==> src/rtl/onchip_loader_pkg.sv <==
// onchip_loader_pkg
// Shared definitions for the on-chip memory loader: controller state
// encoding, default geometry of the program memory and the byte-enable
// pattern used for every full-word access.
package onchip_loader_pkg;

  localparam int ADDR_W_DEF = 13;    // word-address width of the memory
  localparam int DEPTH_DEF  = 8192;  // 32-bit words in the memory
  localparam int RD_LAT_DEF = 1;     // read address -> read data latency

  localparam logic [3:0] BE_ALL = 4'hF;

  typedef enum logic [2:0] {
    ST_IDLE,
    ST_FILL,
    ST_WRITE,
    ST_RD_ISSUE,
    ST_RD_DRAIN,
    ST_FINISH
  } state_t;

endpackage

==> src/rtl/onchip_mem_loader_byte_word_packer.sv <==
// byte_word_packer
// Assembles a little-endian 32-bit word from an 8-bit valid/ready stream.
// The first accepted byte lands in bits 7:0, the fourth in bits 31:24.
// Ports:
//   clk          system clock
//   i_flush      synchronous clear of the lane counter and word (reset/start)
//   i_en         consumer can take bytes this cycle (drives o_ready)
//   i_data       stream byte
//   i_valid      stream byte valid
//   o_ready      byte accepted when i_valid & o_ready
//   o_word_last  the byte accepted this cycle completes a word
//   o_word       assembled word; complete the cycle after o_word_last
module byte_word_packer
  import onchip_loader_pkg::*;
(
  input  logic        clk,
  input  logic        i_flush,
  input  logic        i_en,
  input  logic [7:0]  i_data,
  input  logic        i_valid,
  output logic        o_ready,
  output logic        o_word_last,
  output logic [31:0] o_word
);

  logic [1:0]  r_lane;
  logic [31:0] r_word;
  logic        w_accept;

  assign o_ready     = i_en;
  assign w_accept    = i_valid & i_en;
  assign o_word_last = w_accept & (r_lane == 2'd3);
  assign o_word      = r_word;

  always_ff @(posedge clk) begin
    if (i_flush) begin
      r_lane <= 2'd0;
      r_word <= 32'd0;
    end else if (w_accept) begin
      r_lane <= r_lane + 2'd1;
      for (int i = 0; i < 4; i++) begin
        if (r_lane == i[1:0]) begin
          r_word[8*i +: 8] <= i_data;
        end
      end
    end
  end

endmodule

==> src/rtl/onchip_mem_loader.sv <==
// onchip_mem_loader
// Avalon-MM initiator that fills the on-chip program memory from a byte
// stream, then reads the loaded region back and compares the sum of the
// read words against the sum of the written words.
// Ports:
//   clk, reset                 clock, synchronous active-high reset
//   start, length_words        begin a load of length_words words (IDLE only)
//   s_data, s_valid, s_ready   boot byte stream, little-endian
//   avm_address .. avm_writedata  memory command outputs
//   avm_readdata               memory read data, RD_LAT cycles after address
//   busy, done, error          status; error is sticky until the next start
//   checksum                   mod-2^32 sum of the written words
module onchip_mem_loader
  import onchip_loader_pkg::*;
#(
  parameter int ADDR_W = ADDR_W_DEF,
  parameter int DEPTH  = DEPTH_DEF,
  parameter int RD_LAT = RD_LAT_DEF
) (
  input  logic              clk,
  input  logic              reset,
  input  logic              start,
  input  logic [ADDR_W:0]   length_words,
  input  logic [7:0]        s_data,
  input  logic              s_valid,
  output logic              s_ready,
  output logic [ADDR_W-1:0] avm_address,
  output logic [3:0]        avm_byteenable,
  output logic              avm_chipselect,
  output logic              avm_write,
  output logic [31:0]       avm_writedata,
  input  logic [31:0]       avm_readdata,
  output logic              busy,
  output logic              done,
  output logic              error,
  output logic [31:0]       checksum
);

  localparam logic [ADDR_W:0] LP_DEPTH = (ADDR_W+1)'(DEPTH);
  localparam logic [ADDR_W:0] LP_ONE   = (ADDR_W+1)'(1);

  state_t            r_state;
  logic [ADDR_W:0]   r_len;
  logic [ADDR_W:0]   r_word_cnt;
  logic [ADDR_W:0]   r_rd_cnt;
  logic [31:0]       r_wsum;
  logic [31:0]       r_rsum;
  logic [RD_LAT-1:0] r_rd_pipe;
  logic              r_s_ready;
  logic [ADDR_W-1:0] r_address;
  logic [3:0]        r_be;
  logic              r_cs;
  logic              r_write;
  logic              r_busy;
  logic              r_done;
  logic              r_error;
  logic [31:0]       r_checksum;

  logic              w_flush;
  logic              w_word_last;
  logic [31:0]       w_word;
  logic              w_issue;
  logic [RD_LAT:0]   w_pipe_shift;
  logic [RD_LAT-1:0] w_pipe_next;
  logic              w_rd_valid;
  logic [31:0]       w_rsum_next;
  logic [ADDR_W:0]   w_word_cnt_inc;

  // A new start discards any stale partial word left in the packer.
  assign w_flush = reset | ((r_state == ST_IDLE) & start);

  byte_word_packer u_packer (
    .clk         (clk),
    .i_flush     (w_flush),
    .i_en        (r_s_ready),
    .i_data      (s_data),
    .i_valid     (s_valid),
    .o_ready     (s_ready),
    .o_word_last (w_word_last),
    .o_word      (w_word)
  );

  // Read-valid pipe: a bit enters on every issued read and reaches the top
  // stage exactly when the memory presents that read's data.
  assign w_issue        = r_cs & ~r_write;
  assign w_pipe_shift   = {r_rd_pipe, w_issue};
  assign w_pipe_next    = w_pipe_shift[RD_LAT-1:0];
  assign w_rd_valid     = r_rd_pipe[RD_LAT-1];
  assign w_rsum_next    = r_rsum + (w_rd_valid ? avm_readdata : 32'd0);
  assign w_word_cnt_inc = r_word_cnt + LP_ONE;

  always_ff @(posedge clk) begin
    if (reset) begin
      r_state    <= ST_IDLE;
      r_len      <= '0;
      r_word_cnt <= '0;
      r_rd_cnt   <= '0;
      r_wsum     <= 32'd0;
      r_rsum     <= 32'd0;
      r_rd_pipe  <= '0;
      r_s_ready  <= 1'b0;
      r_address  <= '0;
      r_be       <= 4'd0;
      r_cs       <= 1'b0;
      r_write    <= 1'b0;
      r_busy     <= 1'b0;
      r_done     <= 1'b0;
      r_error    <= 1'b0;
      r_checksum <= 32'd0;
    end else begin
      r_rd_pipe <= w_pipe_next;
      if (w_rd_valid) begin
        r_rsum <= w_rsum_next;
      end
      r_done <= 1'b0;

      case (r_state)
        ST_IDLE: begin
          if (start) begin
            r_len      <= length_words;
            r_word_cnt <= '0;
            r_rd_cnt   <= '0;
            r_wsum     <= 32'd0;
            r_rsum     <= 32'd0;
            r_error    <= 1'b0;
            r_checksum <= 32'd0;
            if (length_words == '0) begin
              r_state <= ST_FINISH;
              r_done  <= 1'b1;
            end else if (length_words > LP_DEPTH) begin
              r_state <= ST_FINISH;
              r_done  <= 1'b1;
              r_error <= 1'b1;
            end else begin
              r_state   <= ST_FILL;
              r_busy    <= 1'b1;
              r_s_ready <= 1'b1;
            end
          end
        end

        ST_FILL: begin
          if (w_word_last) begin
            r_state   <= ST_WRITE;
            r_s_ready <= 1'b0;
            r_cs      <= 1'b1;
            r_write   <= 1'b1;
            r_be      <= BE_ALL;
            r_address <= r_word_cnt[ADDR_W-1:0];
          end
        end

        ST_WRITE: begin
          r_wsum     <= r_wsum + w_word;
          r_word_cnt <= w_word_cnt_inc;
          if (w_word_cnt_inc < r_len) begin
            r_state   <= ST_FILL;
            r_s_ready <= 1'b1;
            r_cs      <= 1'b0;
            r_write   <= 1'b0;
            r_be      <= 4'd0;
          end else begin
            // First verify read goes out directly behind the last write.
            r_state   <= ST_RD_ISSUE;
            r_write   <= 1'b0;
            r_cs      <= 1'b1;
            r_be      <= BE_ALL;
            r_address <= '0;
            r_rd_cnt  <= LP_ONE;
          end
        end

        ST_RD_ISSUE: begin
          // r_rd_cnt is the number of reads issued once this cycle ends.
          if (r_rd_cnt == r_len) begin
            r_state <= ST_RD_DRAIN;
            r_cs    <= 1'b0;
            r_be    <= 4'd0;
          end else begin
            r_address <= r_rd_cnt[ADDR_W-1:0];
            r_rd_cnt  <= r_rd_cnt + LP_ONE;
          end
        end

        ST_RD_DRAIN: begin
          // Leave as the last read datum is being summed, so done and the
          // verify result appear together.
          if (w_pipe_next == '0) begin
            r_state    <= ST_FINISH;
            r_done     <= 1'b1;
            r_busy     <= 1'b0;
            r_error    <= r_error | (w_rsum_next != r_wsum);
            r_checksum <= r_wsum;
          end
        end

        ST_FINISH: begin
          r_state <= ST_IDLE;
        end

        default: begin
          r_state <= ST_IDLE;
        end
      endcase
    end
  end

  assign avm_address    = r_address;
  assign avm_byteenable = r_be;
  assign avm_chipselect = r_cs;
  assign avm_write      = r_write;
  assign avm_writedata  = w_word;
  assign busy           = r_busy;
  assign done           = r_done;
  assign error          = r_error;
  assign checksum       = r_checksum;

endmodule

==> config.mk <==
export PLATFORM = sky130hd
export DESIGN_NAME = onchip_mem_loader
export DESIGN_NICKNAME = d
export VERILOG_FILES = /design/src/rtl/onchip_loader_pkg.sv /design/src/rtl/onchip_mem_loader_byte_word_packer.sv /design/src/rtl/onchip_mem_loader.sv
export SDC_FILE = /design/constraint.sdc
export NUM_CORES = 1
export LEC_CHECK = 0
export CORE_MARGIN = 5
export CORE_UTILIZATION = 55
export DETAILED_ROUTE_END_ITERATION = 10
export PLACE_DENSITY_LB_ADDON = 0.25
export SYNTH_ARGS = -nofsm -noshare
export SYNTH_HDL_FRONTEND = slang
export SYNTH_HIERARCHICAL = 1
export SYNTH_SLANG_ARGS = --single-unit
==> constraint.sdc <==
create_clock -name clk -period 3.9 [get_ports clk]
set_input_delay 0.78 -clock clk [delete_from_list [all_inputs] [get_ports clk]]
set_output_delay 0.78 -clock clk [all_outputs]
set_load 0.02 [all_outputs]
==> impl_metrics.csv <==
group,metric,value,unit
run_status,status,"finished, final reports clean",
synth,syn_area,12700,sq um
routing,wl_per_cell,19.1,microns
min_path,min_to,"avm_address[3]",
routing,dr.first_iter.drc_count,855,
timing,min_period_over_period,95.5,%
power_and_ir_drop,power_density,269,nW/um^2
critical_path,slowest_delay,0.44,ns
timing,post-route-min-period,3.73,ns
placement,place_ws,-0.571,ns
synth,synth_flop_cell,"dfxtp_1",
critical_path,path_max_fanout,6,
min_path,min-delay-start,"avm_address[3]",
global_route,antenna_found_initial,0,
power_and_ir_drop,p_seq_share,48.1,%
power_and_ir_drop,p_int,3.10,mW
layout,multi_input_area,8250,sq um
synth,ys_async_sr_fraction,0,%
global_route,grt_usage,28.1,%
timing,worst_slack,0.174,ns
synth,synth.yosys.seq_area_share,30.8,%
min_path,hold_depth,2,
floorplan,rows,55,
routing,vias_per_cell,6.00,
global_route,grt_pass1_vias,11500,
power_and_ir_drop,ir_drop,0.294,mV
layout,nets,1843,
synth,synth_edf_count,0,
floorplan,die_y,162,microns
clocking,insertion_delay,0.45,ns
critical_path,slowest_stage,"fa_1",
timing,slew_viol_final,0,
floorplan,io_pins,145,
critical_path,reg2reg_slack,0.27,ns
power_and_ir_drop,switching_share,26.7,%
critical_path,crit_chain,"clkdlybuf4s50_1 -> and2_4 -> fa_1 -> a21o_1 -> a22oi_4 -> a21oi_4 -> a21oi_2 -> xnor3_1 -> a2111oi_0 -> nor3b_1 -> nand4_1 -> nor4_2 -> a21oi_1",
clocking,hold_buffers,0,
critical_path,reg2regPathDepth,13,
clocking,numCtsBuffers,17,
clocking,h-tree-depth,4,
timing,fin_skew,0.0149,ns
placement,port_buffers,144,
power_and_ir_drop,clockPowerShare,43.0,%
clocking,cts_sinks,195,
routing,via_count,12000,
critical_path,crit_arrival,4.05,ns
placement,routabilityCongestion,0.994,
floorplan,initial_utilization,55.9,%
timing,tightest_slew,0.707,ns
global_route,grt_max_degree,59,
min_path,min_path_type,"reg -> reg",
critical_path,worst_r2r_endpoint,"error",
routing,drt-total-wl,38200,microns
timing,maxSlewHeadroom,52.2,%
synth,netlist_instances,1496,
layout,fill_cells,1851,
synth,ys_seq_elements,195,
synth,yosysUniqueCellTypes,96,
global_route,gr-total-overflow,0,
synth,syn_nets,1637,
timing,rsz0062_at_grt,"false",
critical_path,rr_startpoint,"r_rd_pipe",
critical_path,worst_setup_path_end_kind,"flip-flop",
critical_path,path_class,"in -> reg",
routing,firstDrtPassIters,6,
layout,drive_gt1_share,12.9,%
power_and_ir_drop,pwr-share-comb,8.9,%
timing,hold_ws,0.469,ns
routing,drtAntennaViolNets,0,
layout,synthToLayoutAreaGrowth,24.0,%
critical_path,cp.required,4.22,ns
layout,ff_latch_area,3910,sq um
floorplan,dieArea,26200,sq um
timing,setup_viol,0,
clocking,cts_tree,"built",
clocking,clkTransAtPathRegs,0.08,ns
power_and_ir_drop,leakage,6.84,nW
synth,post_synth.cell_area_avg,8.48,sq um
placement,dpl.hpwl,29500,microns
routing,drc,0,
layout,antenna_cells,0,
global_route,grt_pass1_wl,59700,microns
timing,max_freq,0.268,GHz
floorplan,die_w,162,microns
critical_path,worstSetupStartpoint,"avm_readdata[1]",
power_and_ir_drop,power_switching,1.13,mW
critical_path,cp-start-kind,"primary input",
run,drv_cap,0,
floorplan,core_area,22700,sq um
synth,ys_warn_count,6,
timing,hold_viol_final,0,
clocking,clock_path_buffers,2,
clocking,cts-root-buf,"clkbuf_16",
-- cells in the final DEF (no fill, tap or decap), types with 43 or more instances in the layout --
cell | netlist | routed
dfxtp_1 | 195 | 193
clkdlybuf4s50_1 | 0 | 142
buf_4 | 5 | 128
nor2_1 | 125 | 122
nand2_1 | 113 | 113
a21oi_1 | 109 | 108
ha_1 | 81 | 79
mux2i_1 | 58 | 58
nand2b_1 | 53 | 53
xor2_1 | 50 | 50
xnor2_1 | 49 | 49
nand3_1 | 47 | 47
inv_1 | 47 | 46
a22o_1 | 43 | 43
o21ai_0 | 44 | 43
-- cell families (layout without fill, tap and decap cells) --
family	count (synthesis)	after routing	share of synthesized area, %
flip-flops	195	195	30.8
adder cells (fa/ha/maj)	83	83	8.30
buffers and inverters	134	353	4.58
XOR/XNOR	108	108	8.35
multiplexers	58	58	4.58
AND/OR/NAND/NOR	503	503	20.0
AO/OA/AOI/OAI	415	415	23.4
-- critical path: cells and delay by family --
family / cells / cell delay (ns)
buffers and inverters: 1 / 0.40
adders and majority gates: 1 / 0.44
xor gates and xnor gates: 1 / 0.22
AOI/OAI and AO/OA: 6 / 1.39
and+or+nand+nor: 4 / 0.82
-- sequential cells by signal, summed over array words and instances, names as in the netlist --
| register | cells |
|---|---|
| checksum | 32 |
| r_rsum | 32 |
| r_wsum | 32 |
| u_packer/o_word | 32 |
| r_len | 14 |
| r_rd_cnt | 14 |
| r_word_cnt | 14 |
| avm_address | 13 |
| r_state | 3 |
| u_packer/r_lane | 2 |
| avm_byteenable | 1 |
| avm_write | 1 |
| busy | 1 |
| done | 1 |
| error | 1 |
| r_rd_pipe | 1 |
| r_s_ready | 1 |
-- Yosys cell counts, types with 10 or more instances --
cell type	count	area, sq um
o21a_1	18	135
nand3_1	47	235
buf_2	11	55.1
mux2i_1	58	581
nand2_1	113	424
o21bai_1	12	90.1
a22o_1	43	377
a21oi_1	109	546
a22oi_1	27	203
nor3_1	27	135
dfxtp_1	195	3900
xor2_1	50	438
buf_1	10	37.5
nor2b_1	11	68.8
a31oi_1	11	68.8
nand2b_1	53	332
ha_1	81	1010
nor2_1	125	469
and2_1	39	244
and3_1	24	150
nand4_1	16	100
inv_1	47	176
o21ai_0	44	220
xnor2_1	49	429
a21o_1	39	293
nor4_1	10	62.6
clkbuf_1	55	206
-- routing by layer --
layer / share of wire [%] / GRT usage [%]
met3: 5.6 / 4.36
met2: 50 / 50.5
met4: 3.5 / 10.5
met1: 41 / 33.9
met5: 0 / 0
-- metrics by stage --
step           power (mW)  instance area, sq um  TNS (ns)  cells  util, %
6_report             4.23                 15700         0   2000     69.3
5_1_grt              4.37                 15700         0   2000     69.3
4_1_cts              4.24                 15700         0   2000     69.2
3_5_place_dp         2.45                 15100    -0.909   1967     66.4
3_3_place_gp         2.44                 15100    -0.591   1967     66.4
2_1_floorplan        2.29                 12700         0   1496        -
-- layout make-up --
| type | count | area share, % |
|---|---|---|
| Multi-Input combinational cell | 1167 | 52.5 |
| Tap cell | 285 | 2.27 |
| Clock inverter | 13 | 1.01 |
| Timing Repair Buffer | 274 | 15.5 |
| Inverter | 47 | 1.12 |
| Clock buffer | 19 | 2.82 |
| Sequential cell | 195 | 24.8 |
-- power groups by stage --
stage	clock [mW]	sequential, mW	combinational (mW)
after floorplan	0	2.08	0.217
final	1.82	2.04	0.377
after CTS	1.83	2.04	0.373
after global routing	1.93	2.04	0.408
after global placement	0	2.08	0.362
after detailed placement	0	2.08	0.369
-- worst max-delay path by stage --
stage	end	slack (ns)	cells past startpoint
after global routing	error	0.02	14
after floorplan	error	0.29	13
after CTS	r_rd_cnt[11]	0.03	13
after detailed placement	error	-0.57	14
final	error	0.17	13
after global placement	error	-0.45	14
-- what timing repair did --
| action | CTS | global route |
|---|---|---|
| cloned | 0 | 0 |
| setup buffers | 1 | 0 |
| endpoints found under the setup margin | 1 | 27 |
| resized for setup | 5 | 6 |
| pin swaps | 10 | 9 |
No activity file was read; power rests on OpenSTA's default activity.
==> RTL edit, RTL diff (same flow settings) <==
The package constant `ADDR_W_DEF` goes from 13 to 14.
--- a/src/rtl/onchip_loader_pkg.sv
+++ b/src/rtl/onchip_loader_pkg.sv
@@ -6,3 +6,3 @@
 
-  localparam int ADDR_W_DEF = 13;    // word-address width of the memory
+  localparam int ADDR_W_DEF = 14;    // word-address width of the memory
   localparam int DEPTH_DEF  = 8192;  // 32-bit words in the memory
Interface: changed (resized avm_address and length_words); port bits go from 145 to 147. The function was not compared with the original's and may differ.
==> RTL edit against the original RTL <==
  * Wire length up 8.1%
  * Synthesized area up 3.5%
  * Sequential cell count up 4
  * Clock skew up 0.0031 ns
  * Critical endpoint unchanged
  * Count of clock-buffer cells in the layout down 2
  * Hold slack worse by 0.0034 ns
  * Setup slack worse by 0.089 ns
  * Fmax down 2.3%
  * Design area up 8.3%
Power is not compared: it rests on default switching activity, and its combinational part moved more than twofold at a synthesized area within 25%.
==> RTL edit: results (changes against the original RTL) <==
metric,value,unit,change
worst slew pin tran,1.050,ns,+0.3425 ns
met2 routed WL,19710,um,+4.0%
status,finished clean,,
layout cells sized above 1,16.68,%,+3.7 points
CP max stage delay,0.51,ns,+0.07 ns
Clock Skew,0.01799,ns,+0.003064 ns
pin count of the biggest net entering global routing,66,,+12%
library cells used by synthesis,89,,-7.3%
Worst Setup SP,avm_readdata[8],,
R2R cell count,18,,+5
hold-critical path endpoint,checksum[24],,
wire length on met1,17560,um,+12%
syn_nets,1763,,+7.7%
final hold slack,0.4659,ns,-0.003367 ns
hold_sp,checksum[24],,
worst r2r dst,r_rd_cnt[14],,
reg2reg start,r_word_cnt[1],,
Placed Cells,2165,,+10%
vias per cell,5.880,,-2.0%
slowest CP cell,or4_1,,
Crit path arrival time,4.12,ns,+0.07 ns
total power draw,0.006183,W,
global-route wire length before repair,64490,um,+8.1%
Global Route met1 Usage,38.49,%,+4.6 points
register area share after synthesis,30.34,%,-0.43 points
Total Routing Usage GR,29.69,%,+1.6 points
via count,13020,,+8.5%
cells after synthesis,1620,,+8.3%
CP Max Fanout,7,,+1
dpl ws,-0.6653,ns,-0.09396 ns
final-layout fill cell count,1805,,-2.5%
"top cells by area, synth","dfxtp_1 (30%), ha_1 (7.8%), a21oi_1 (5.3%)",,
most frequent cells after synthesis,"dfxtp_1 (199), nor2_1 (179), nand2_1 (142)",,
final design utilization,72.57,%,+3.3 points
r2r setup slk,0.10,ns,-0.17 ns
## RTL edit: cell type report
type	instances	share of cell area (%)
Sequential cell	199	23.41
Tap cell	319	2.343
Inverter	40	0.8814
Timing Repair Buffer	342	17.58
Clock buffer	17	2.497
Clock inverter	15	1.102
Multi-Input combinational cell	1282	52.18
## RTL edit: timing repair
action,in CTS,in global routing
gates cloned,0,1
pin swaps,4,34
setup buffers,1,15
setup endpoints to repair,1,31
gates resized for setup,7,61
## RTL edit: cells by family (layout without fill, tap and decap cells)
family          Yosys count  after routing  synth area share, %
xor+xnor                123            123                8.844
flops                   199            199                30.34
simple gates            608            608                22.68
buf+inv                 139            414                4.670
mux                      63             63                4.832
fa+ha+maj                84             84                8.120
compound gates          404            404                20.51
## RTL edit: worst max-delay path, delay by kind of cell
family          cells  cell delay [ns]
simple gates        6             1.42
buf+inv             2             0.58
xor+xnor            1             0.17
compound gates      4             0.83
fa+ha+maj           1             0.33
